<file path="src/rtl/multicycle_control.sv">
// rtl/multicycle_control.sv - multicycle MIPS32 control FSM with memory wait/timeout, freeze and sticky traps
module multicycle_control #(
    parameter int ALU_OP_W      = 3,
    parameter int MEM_HANDSHAKE = 1,
    parameter int STALL_LIMIT   = 15
) (
    input  logic                clk,
    input  logic                rst_n,
    input  logic [5:0]          opcode,
    input  logic                mem_ready,
    input  logic                stall,
    output logic                pc_write,
    output logic                pc_write_cond,
    output logic [1:0]          pc_source,
    output logic                i_or_d,
    output logic                mem_read,
    output logic                mem_write,
    output logic                ir_write,
    output logic                reg_dst,
    output logic                mem_to_reg,
    output logic                reg_write,
    output logic                alu_src_a,
    output logic [1:0]          alu_src_b,
    output logic [ALU_OP_W-1:0] alu_op,
    output logic [3:0]          state,
    output logic                illegal_op,
    output logic                mem_timeout
);

    typedef enum logic [3:0] {
        S_IDLE     = 4'd0,
        S_FETCH    = 4'd1,
        S_DECODE   = 4'd2,
        S_MEM_ADDR = 4'd3,
        S_MEM_RD   = 4'd4,
        S_MEM_WB   = 4'd5,
        S_MEM_WR   = 4'd6,
        S_R_EXEC   = 4'd7,
        S_R_WB     = 4'd8,
        S_BRANCH   = 4'd9,
        S_JUMP     = 4'd10,
        S_I_EXEC   = 4'd11,
        S_I_WB     = 4'd12,
        S_TRAP     = 4'd13
    } state_t;

    localparam logic [5:0] OP_RTYPE = 6'b000000;
    localparam logic [5:0] OP_J     = 6'b000010;
    localparam logic [5:0] OP_BEQ   = 6'b000100;
    localparam logic [5:0] OP_ADDI  = 6'b001000;
    localparam logic [5:0] OP_SLTI  = 6'b001010;
    localparam logic [5:0] OP_ANDI  = 6'b001100;
    localparam logic [5:0] OP_ORI   = 6'b001101;
    localparam logic [5:0] OP_LW    = 6'b100011;
    localparam logic [5:0] OP_SW    = 6'b101011;

    localparam int CNT_W = $clog2(STALL_LIMIT + 2);

    state_t           r_state;
    logic [CNT_W-1:0] r_cnt;
    logic [5:0]       r_opcode;
    logic             r_illegal;
    logic             r_timeout;

    state_t           w_next;
    logic             w_ready;
    logic             w_wait_state;
    logic             w_limit_hit;
    logic             w_bad_state;
    logic             w_pc_write;
    logic             w_pc_write_cond;
    logic             w_ir_write;
    logic             w_reg_write;
    logic             w_mem_write;
    logic [2:0]       w_alu_op;

    assign w_ready      = (MEM_HANDSHAKE != 0) ? mem_ready : 1'b1;
    assign w_wait_state = (r_state == S_FETCH) || (r_state == S_MEM_RD) || (r_state == S_MEM_WR);
    assign w_limit_hit  = (STALL_LIMIT != 0) && (r_cnt == CNT_W'(STALL_LIMIT));
    assign w_bad_state  = (r_state > S_TRAP);

    always_comb begin
        w_next = r_state;
        case (r_state)
            S_IDLE:     w_next = S_FETCH;
            S_FETCH:    w_next = S_DECODE;
            S_DECODE: begin
                case (opcode)
                    OP_LW, OP_SW:                     w_next = S_MEM_ADDR;
                    OP_RTYPE:                         w_next = S_R_EXEC;
                    OP_BEQ:                           w_next = S_BRANCH;
                    OP_J:                             w_next = S_JUMP;
                    OP_ADDI, OP_ORI, OP_ANDI, OP_SLTI: w_next = S_I_EXEC;
                    default:                          w_next = S_TRAP;
                endcase
            end
            S_MEM_ADDR: w_next = (r_opcode == OP_SW) ? S_MEM_WR : S_MEM_RD;
            S_MEM_RD:   w_next = S_MEM_WB;
            S_MEM_WB:   w_next = S_FETCH;
            S_MEM_WR:   w_next = S_FETCH;
            S_R_EXEC:   w_next = S_R_WB;
            S_R_WB:     w_next = S_FETCH;
            S_BRANCH:   w_next = S_FETCH;
            S_JUMP:     w_next = S_FETCH;
            S_I_EXEC:   w_next = S_I_WB;
            S_I_WB:     w_next = S_FETCH;
            S_TRAP:     w_next = S_TRAP;
            default:    w_next = S_TRAP;
        endcase
    end

    // Freeze holds everything; a memory state without ready either waits or times out.
    always_ff @(posedge clk or negedge rst_n) begin
        if (!rst_n) begin
            r_state   <= S_IDLE;
            r_cnt     <= '0;
            r_opcode  <= '0;
            r_illegal <= 1'b0;
            r_timeout <= 1'b0;
        end else if (w_bad_state) begin
            r_state   <= S_TRAP;
            r_illegal <= 1'b1;
            r_cnt     <= '0;
        end else if (r_state == S_IDLE) begin
            r_state <= S_FETCH;
            r_cnt   <= '0;
        end else if ((r_state != S_TRAP) && !stall) begin
            if (w_wait_state && !w_ready) begin
                if (w_limit_hit) begin
                    r_state   <= S_TRAP;
                    r_timeout <= 1'b1;
                    r_cnt     <= '0;
                end else if (STALL_LIMIT != 0) begin
                    r_cnt <= r_cnt + CNT_W'(1);
                end
            end else begin
                r_state <= w_next;
                r_cnt   <= '0;
                if (r_state == S_DECODE) begin
                    r_opcode <= opcode;
                    if (w_next == S_TRAP) begin
                        r_illegal <= 1'b1;
                    end
                end
            end
        end
    end

    always_comb begin
        w_pc_write      = 1'b0;
        w_pc_write_cond = 1'b0;
        w_ir_write      = 1'b0;
        w_reg_write     = 1'b0;
        w_mem_write     = 1'b0;
        w_alu_op        = 3'b000;
        pc_source       = 2'b00;
        i_or_d          = 1'b0;
        mem_read        = 1'b0;
        reg_dst         = 1'b0;
        mem_to_reg      = 1'b0;
        alu_src_a       = 1'b0;
        alu_src_b       = 2'b00;
        case (r_state)
            S_FETCH: begin
                mem_read   = 1'b1;
                alu_src_b  = 2'b01;
                w_ir_write = w_ready;
                w_pc_write = w_ready;
            end
            S_DECODE:   alu_src_b = 2'b11;
            S_MEM_ADDR: begin
                alu_src_a = 1'b1;
                alu_src_b = 2'b10;
            end
            S_MEM_RD: begin
                mem_read = 1'b1;
                i_or_d   = 1'b1;
            end
            S_MEM_WB: begin
                mem_to_reg  = 1'b1;
                w_reg_write = 1'b1;
            end
            S_MEM_WR: begin
                w_mem_write = 1'b1;
                i_or_d      = 1'b1;
            end
            S_R_EXEC: begin
                alu_src_a = 1'b1;
                w_alu_op  = 3'b010;
            end
            S_R_WB: begin
                reg_dst     = 1'b1;
                w_reg_write = 1'b1;
            end
            S_BRANCH: begin
                alu_src_a       = 1'b1;
                w_alu_op        = 3'b001;
                w_pc_write_cond = 1'b1;
                pc_source       = 2'b01;
            end
            S_JUMP: begin
                w_pc_write = 1'b1;
                pc_source  = 2'b10;
            end
            S_I_EXEC: begin
                alu_src_a = 1'b1;
                alu_src_b = 2'b10;
                case (r_opcode)
                    OP_ORI:  w_alu_op = 3'b011;
                    OP_ANDI: w_alu_op = 3'b100;
                    OP_SLTI: w_alu_op = 3'b101;
                    default: w_alu_op = 3'b000;
                endcase
            end
            S_I_WB:     w_reg_write = 1'b1;
            default: begin
            end
        endcase
    end

    // Freeze suppresses only state-changing strobes; reads and mux selects stay live.
    assign pc_write      = w_pc_write & ~stall;
    assign pc_write_cond = w_pc_write_cond & ~stall;
    assign ir_write      = w_ir_write & ~stall;
    assign reg_write     = w_reg_write & ~stall;
    assign mem_write     = w_mem_write & ~stall;
    assign alu_op        = ALU_OP_W'(w_alu_op);
    assign state         = r_state;
    assign illegal_op    = r_illegal;
    assign mem_timeout   = r_timeout;

endmodule

</file>
<file path="config.mk">
export PLATFORM = sky130hd
export DESIGN_NAME = multicycle_control
export DESIGN_NICKNAME = d
export VERILOG_FILES = /design/src/rtl/multicycle_control.sv
export SDC_FILE = /design/constraint.sdc
export NUM_CORES = 1
export LEC_CHECK = 0
export BUFFER_PORTS_ARGS = -buffer_cell sky130_fd_sc_hd__buf_2
export CORE_MARGIN = 2
export CORE_UTILIZATION = 40
export DETAILED_ROUTE_END_ITERATION = 10
export PLACE_DENSITY = 0.6
export SETUP_SLACK_MARGIN = 0.15
export SYNTH_ARGS = -nofsm -noshare
export SYNTH_HDL_FRONTEND = slang
export SYNTH_SLANG_ARGS = --single-unit
export TNS_END_PERCENT = 20
</file>
<file path="constraint.sdc">
create_clock -name clk -period 5.37 [get_ports clk]
set_input_delay 1.074 -clock clk [delete_from_list [all_inputs] [get_ports clk]]
set_output_delay 1.074 -clock clk [all_outputs]
set_load 0.05 [all_outputs]
</file>
Word-level counts from Yosys, hierarchy flattened:

Cells that the tools add are included.

* $add $sub $neg: 1
* order comparisons: 1
* equality and inequality tests: 30
* mux-type cells: 33
* bitwise gates (word level): 9
* reduce and logical (&&, ||, !) cells: 24

Operators by type and width (number)
* 6-bit by 4-bit equality test with 1-bit output (second input constant): 7
* 4-bit one-hot mux with 7 select lines: 1
* 5-bit two-way mux: 5
* 4-bit equality test (second input constant): 6
* 4-bit two-way mux: 5
* 4-bit one-hot mux with 5 select lines: 1
* 6-bit equality test (second input constant): 3
* 3-bit one-hot mux with 3 select lines: 2
* 4-bit by 3-bit equality test with 1-bit output (second input constant): 4
* 1-bit two-way mux: 15
* 5-bit AND reduction: 3
* 4-bit by 2-bit equality test with 1-bit output (second input constant): 2
* 4-bit != test (second input constant): 2
* 2-bit OR reduction: 4
* 4-bit OR reduction: 2
* 7-bit OR reduction: 1
* 6-bit by 2-bit equality test with 1-bit output (second input constant): 1
* 6-bit by 3-bit equality test with 1-bit output (second input constant): 1
* 6-bit zero test: 1
* 2-bit one-hot mux with 3 select lines: 1
* 2-bit nonzero test: 3
* 5-bit by 1-bit adder with 5-bit output (second input constant): 1
* 1-bit AND: 5
* 5-bit by 4-bit equality test with 1-bit output (second input constant): 1
* other kinds (14): 21

* register bits after elaboration: 17
* input port bits: 10
* output and inout port bits: 23
* logic and storage cells: 103

Depth between registers and ports, before layout:

* word-level depth: 11
* mapped depth: 7
* mapped depth without buffers: 6

Least setup slack after synthesis:

OpenSTA, ideal clock, no wires.

* kind: reg2out
* start: register r_state[3] (netlist: state[3])
* end: output alu_op[2]
* arrival time: 2.881 ns
* data required time: 4.296 ns
* path slack: 1.415 ns
* stages on the path, launching flop included: 6
* path buffers: 2
* cells stage by stage: dfrtp_1 buf_2 clkbuf_1 nor2b_1 nand2_1 nor4_1

* cells in the longest elaborated chain, start to end: 2
* elaborated cells on any way between the ends: 4
* those cells by class: 3 x eq/ne; 1 x mux

RTL lines
* from (decl): RTL line 59 `state_t r_state;`
* from (signal assigned): RTL line 137 `r_state <= w_next;`
* 4-bit equality test or 4-bit by 3-bit equality test with 1-bit output (tied branches): RTL line 163 `case (r_state)`
* 3-bit one-hot mux with 3 select lines *: RTL line 163
* to (decl): RTL line 24 `output logic [ALU_OP_W-1:0] alu_op,`

Every way passes the cells marked *; elsewhere a longest branch is shown, timed or not.

Worst setup path after layout:

* start: input mem_ready
* end: output pc_write

* cells in the longest elaborated chain, start to end: 2

RTL lines
* from (decl): RTL line 10 `input logic mem_ready,`
* 1-bit one-hot mux with 2 select lines: RTL line 163
* 1-bit AND: RTL line 222 `assign pc_write = w_pc_write & ~stall;`
* to (decl): RTL line 12 `output logic pc_write,`

No other way between the ends.

==> flow_metrics.tcl <==
set metrics [dict create \
    cts_root_buf "clkbuf_4" \
    critPathKind "input pin to primary output" \
    fmax_mhz 322 \
    finalWorstSetupSlack_ps 2270 \
    clockBufferDepth 2 \
    syn_to_final_growth_pct 16.0 \
    io-pin-count 33 \
    worst_pin_slew_ps 598 \
    hold_viol 0 \
    cts.sinks 17 \
    ys_ff_latch 17 \
    holdCritPathClass "register to register" \
    rows 20 \
    ant_nets 0 \
    first_iter_violations 52 \
    synth.avg_cell_area_um2 8.37 \
    worstSkewPairLatency_ps 290 \
    hold_depth 1 \
    utilization_pct 48.1 \
    core_area_um2 3030 \
    async_reset_ff_share_pct 100 \
    fin_nets 189 \
    max_slew_margin_pct 60.1 \
    die-area_um2 3600 \
    muxShareOfSynthArea_pct 5.28 \
    ys_seq_area_share_pct 33.9 \
    rsz0062_at_grt "no" \
    total_power_mw 0.808 \
    fin_tns_setup_ps 0 \
    cp-end-kind "primary output" \
    drv_cap 0 \
    crit_required_ps 4300 \
    syn-num-nets 161 \
    via_per_inst 5.49 \
    power.density_nw_per_um2 555 \
    synth_area_leaders "dfrtp_1, mux2_2, a21oi_1" \
    antenna_found_initial 0 \
    cts_resized 0 \
    setup_viol 0 \
    cp_max_fo 4 \
    io_buffers 32 \
    cts_tree "built" \
    htree_levels 1 \
    start_kind "input pin" \
    dp_hpwl_mm 2.25 \
    synth_top_area_share_pct 33.9 \
    synth_xor_area_share_pct 1.40 \
    numCtsBuffers 3 \
    timing.hold.ws_ps 456 \
    synth_top_family_by_area "simple AND/OR/NAND/NOR gates" \
    synth_cell_types 51 \
    firstDrtPassIters 4 \
    rr_worst_depth 5 \
    start_util_pct 41.4 \
    grt_overflow_total 0 \
    outcome "completed" \
    grt_pass1_vias 1062 \
    total_leakage_power_nw 0.660 \
    netlist_instances 150 \
    drive_gt1_share_pct 26.0 \
    dp_slack_ps 2260 \
    gp_congestion 0.922 \
    drv_slew 0 \
    drcViolationCount 0 \
    diodes 0 \
    clkTransAtPathRegs_ps 90 \
    grt_pass1_wl_mm 4.77 \
    synth_compound_area_share_pct 24.4 \
    grt_max_degree 21 \
    track_usage_pct 17.6 \
    die_h_um 60.0 \
    drt_wl_total_mm 2.95 \
    synth-edff-count 0 \
    syn-cell-area_um2 1250 \
    yosys.area_share.simple_pct 28.1 \
    die_w_um 60.0 \
    ir_worst_vdd_uv 241 \
    vias 1213 \
    clock_skew_ps 6.59 \
    timing.final.crit_period_ps 3100 \
    post_cts_buffers 0 \
    ys_top_cells_by_count "dfrtp_1, nand2_1, nor2_1" \
    finalCritPeriodShare_pct 57.8 \
    synth_area_leader_cell "dfrtp_1" \
    cts_hold_buffers 0 \
    routedWlPerCell_um 13.3 \
    yosysWarnings 0 \
    yosysMostFrequentCell "dfrtp_1" \
    synthAdderAreaFrac_pct 1.79 \
    cp.arrival_ps 2030 \
    ys.flop_type "dfrtp_1" \
]
==> layout by cell type, fill, tap and decap left out, types with 2 or more instances in the layout <==
cell type,instances
nand3_1,5
o21ai_1,2
a211oi_1,2
mux2_2,5
nand2_1,13
nor2b_1,3
a31oi_1,3
o21bai_1,2
or2_0,2
buf_2,32
nand2b_1,5
o21ai_0,7
o31ai_1,2
and3b_1,2
nor4_1,2
nor3b_1,2
o41a_1,2
or2_2,2
a21oi_1,11
inv_1,6
and3_1,2
dfrtp_1,17
clkbuf_4,3
nor2_1,12
nor3_1,7
==> layout make-up <==
class / count / area (um^2)
sequential: 17 / 425
inverter: 6 / 22.5
fill: 302 / 1570
multi-input combinational: 118 / 766
tap: 44 / 55.1
clock buffer: 4 / 26.3
timing repair buffer: 32 / 160
==> layer usage <==
layer / track usage [%] / wire [um] / vias up
met2: 27.0 / 1400 / 36
li1: - / - / 610
met1: 24.3 / 1370 / 563
met4: 4.76 / 21 / 0
met3: 4.76 / 163 / 4
met5: 0 / 0 / -
==> final timing paths <==
check	from	end	slack [ps]
max in group asynchronous	rst_n	r_opcode[2]$_DFFE_PN0P_	4420
setup reg to reg	state[0]$_DFFE_PN0P_	state[3]$_DFFE_PN0P_	3200
hold / removal	mem_timeout$_DFFE_PN0P_	mem_timeout$_DFFE_PN0P_	460
min in group asynchronous	rst_n	state[0]$_DFFE_PN0P_	680
setup / recovery	mem_ready	pc_write	2270
hold reg to reg	mem_timeout$_DFFE_PN0P_	mem_timeout$_DFFE_PN0P_	460
==> metrics by stage <==
step / instance area (um^2) / std cells
2_1_floorplan: 1250 / 150
3_3_place_gp: 1430 / 217
3_5_place_dp: 1430 / 217
4_1_cts: 1460 / 221
5_1_grt: 1460 / 221
6_report: 1460 / 221
==> sequential cells by signal, summed over array words and instances, names as in the netlist <==
signal	cells
illegal_op	1
mem_timeout	1
r_cnt	5
r_opcode	6
state	4
==> where the power goes <==
group	total, mW	leakage [nW]	internal [mW]	switching, mW
combinational	0.487	0.429	0.158	0.329
clock	0.0698	0.0150	0.0289	0.0409
sequential	0.251	0.215	0.165	0.0856
total	0.808	0.660	0.352	0.456
==> critical path, cell delays in order <==
cell    delay (ps)
buf_2          140
inv_1           60
o32a_1         320
nor3_1         140
buf_2          290
==> logic make-up (layout without fill, tap and decap cells) <==
logic type      count (synthesis)  in the layout
compound gates                 43             43
xor+xnor                        2              2
fa+ha+maj                       2              2
buf+inv                        15             42
flops                          17             17
mux                             6              6
simple gates                   65             65
(Power assumes the default switching activity.)
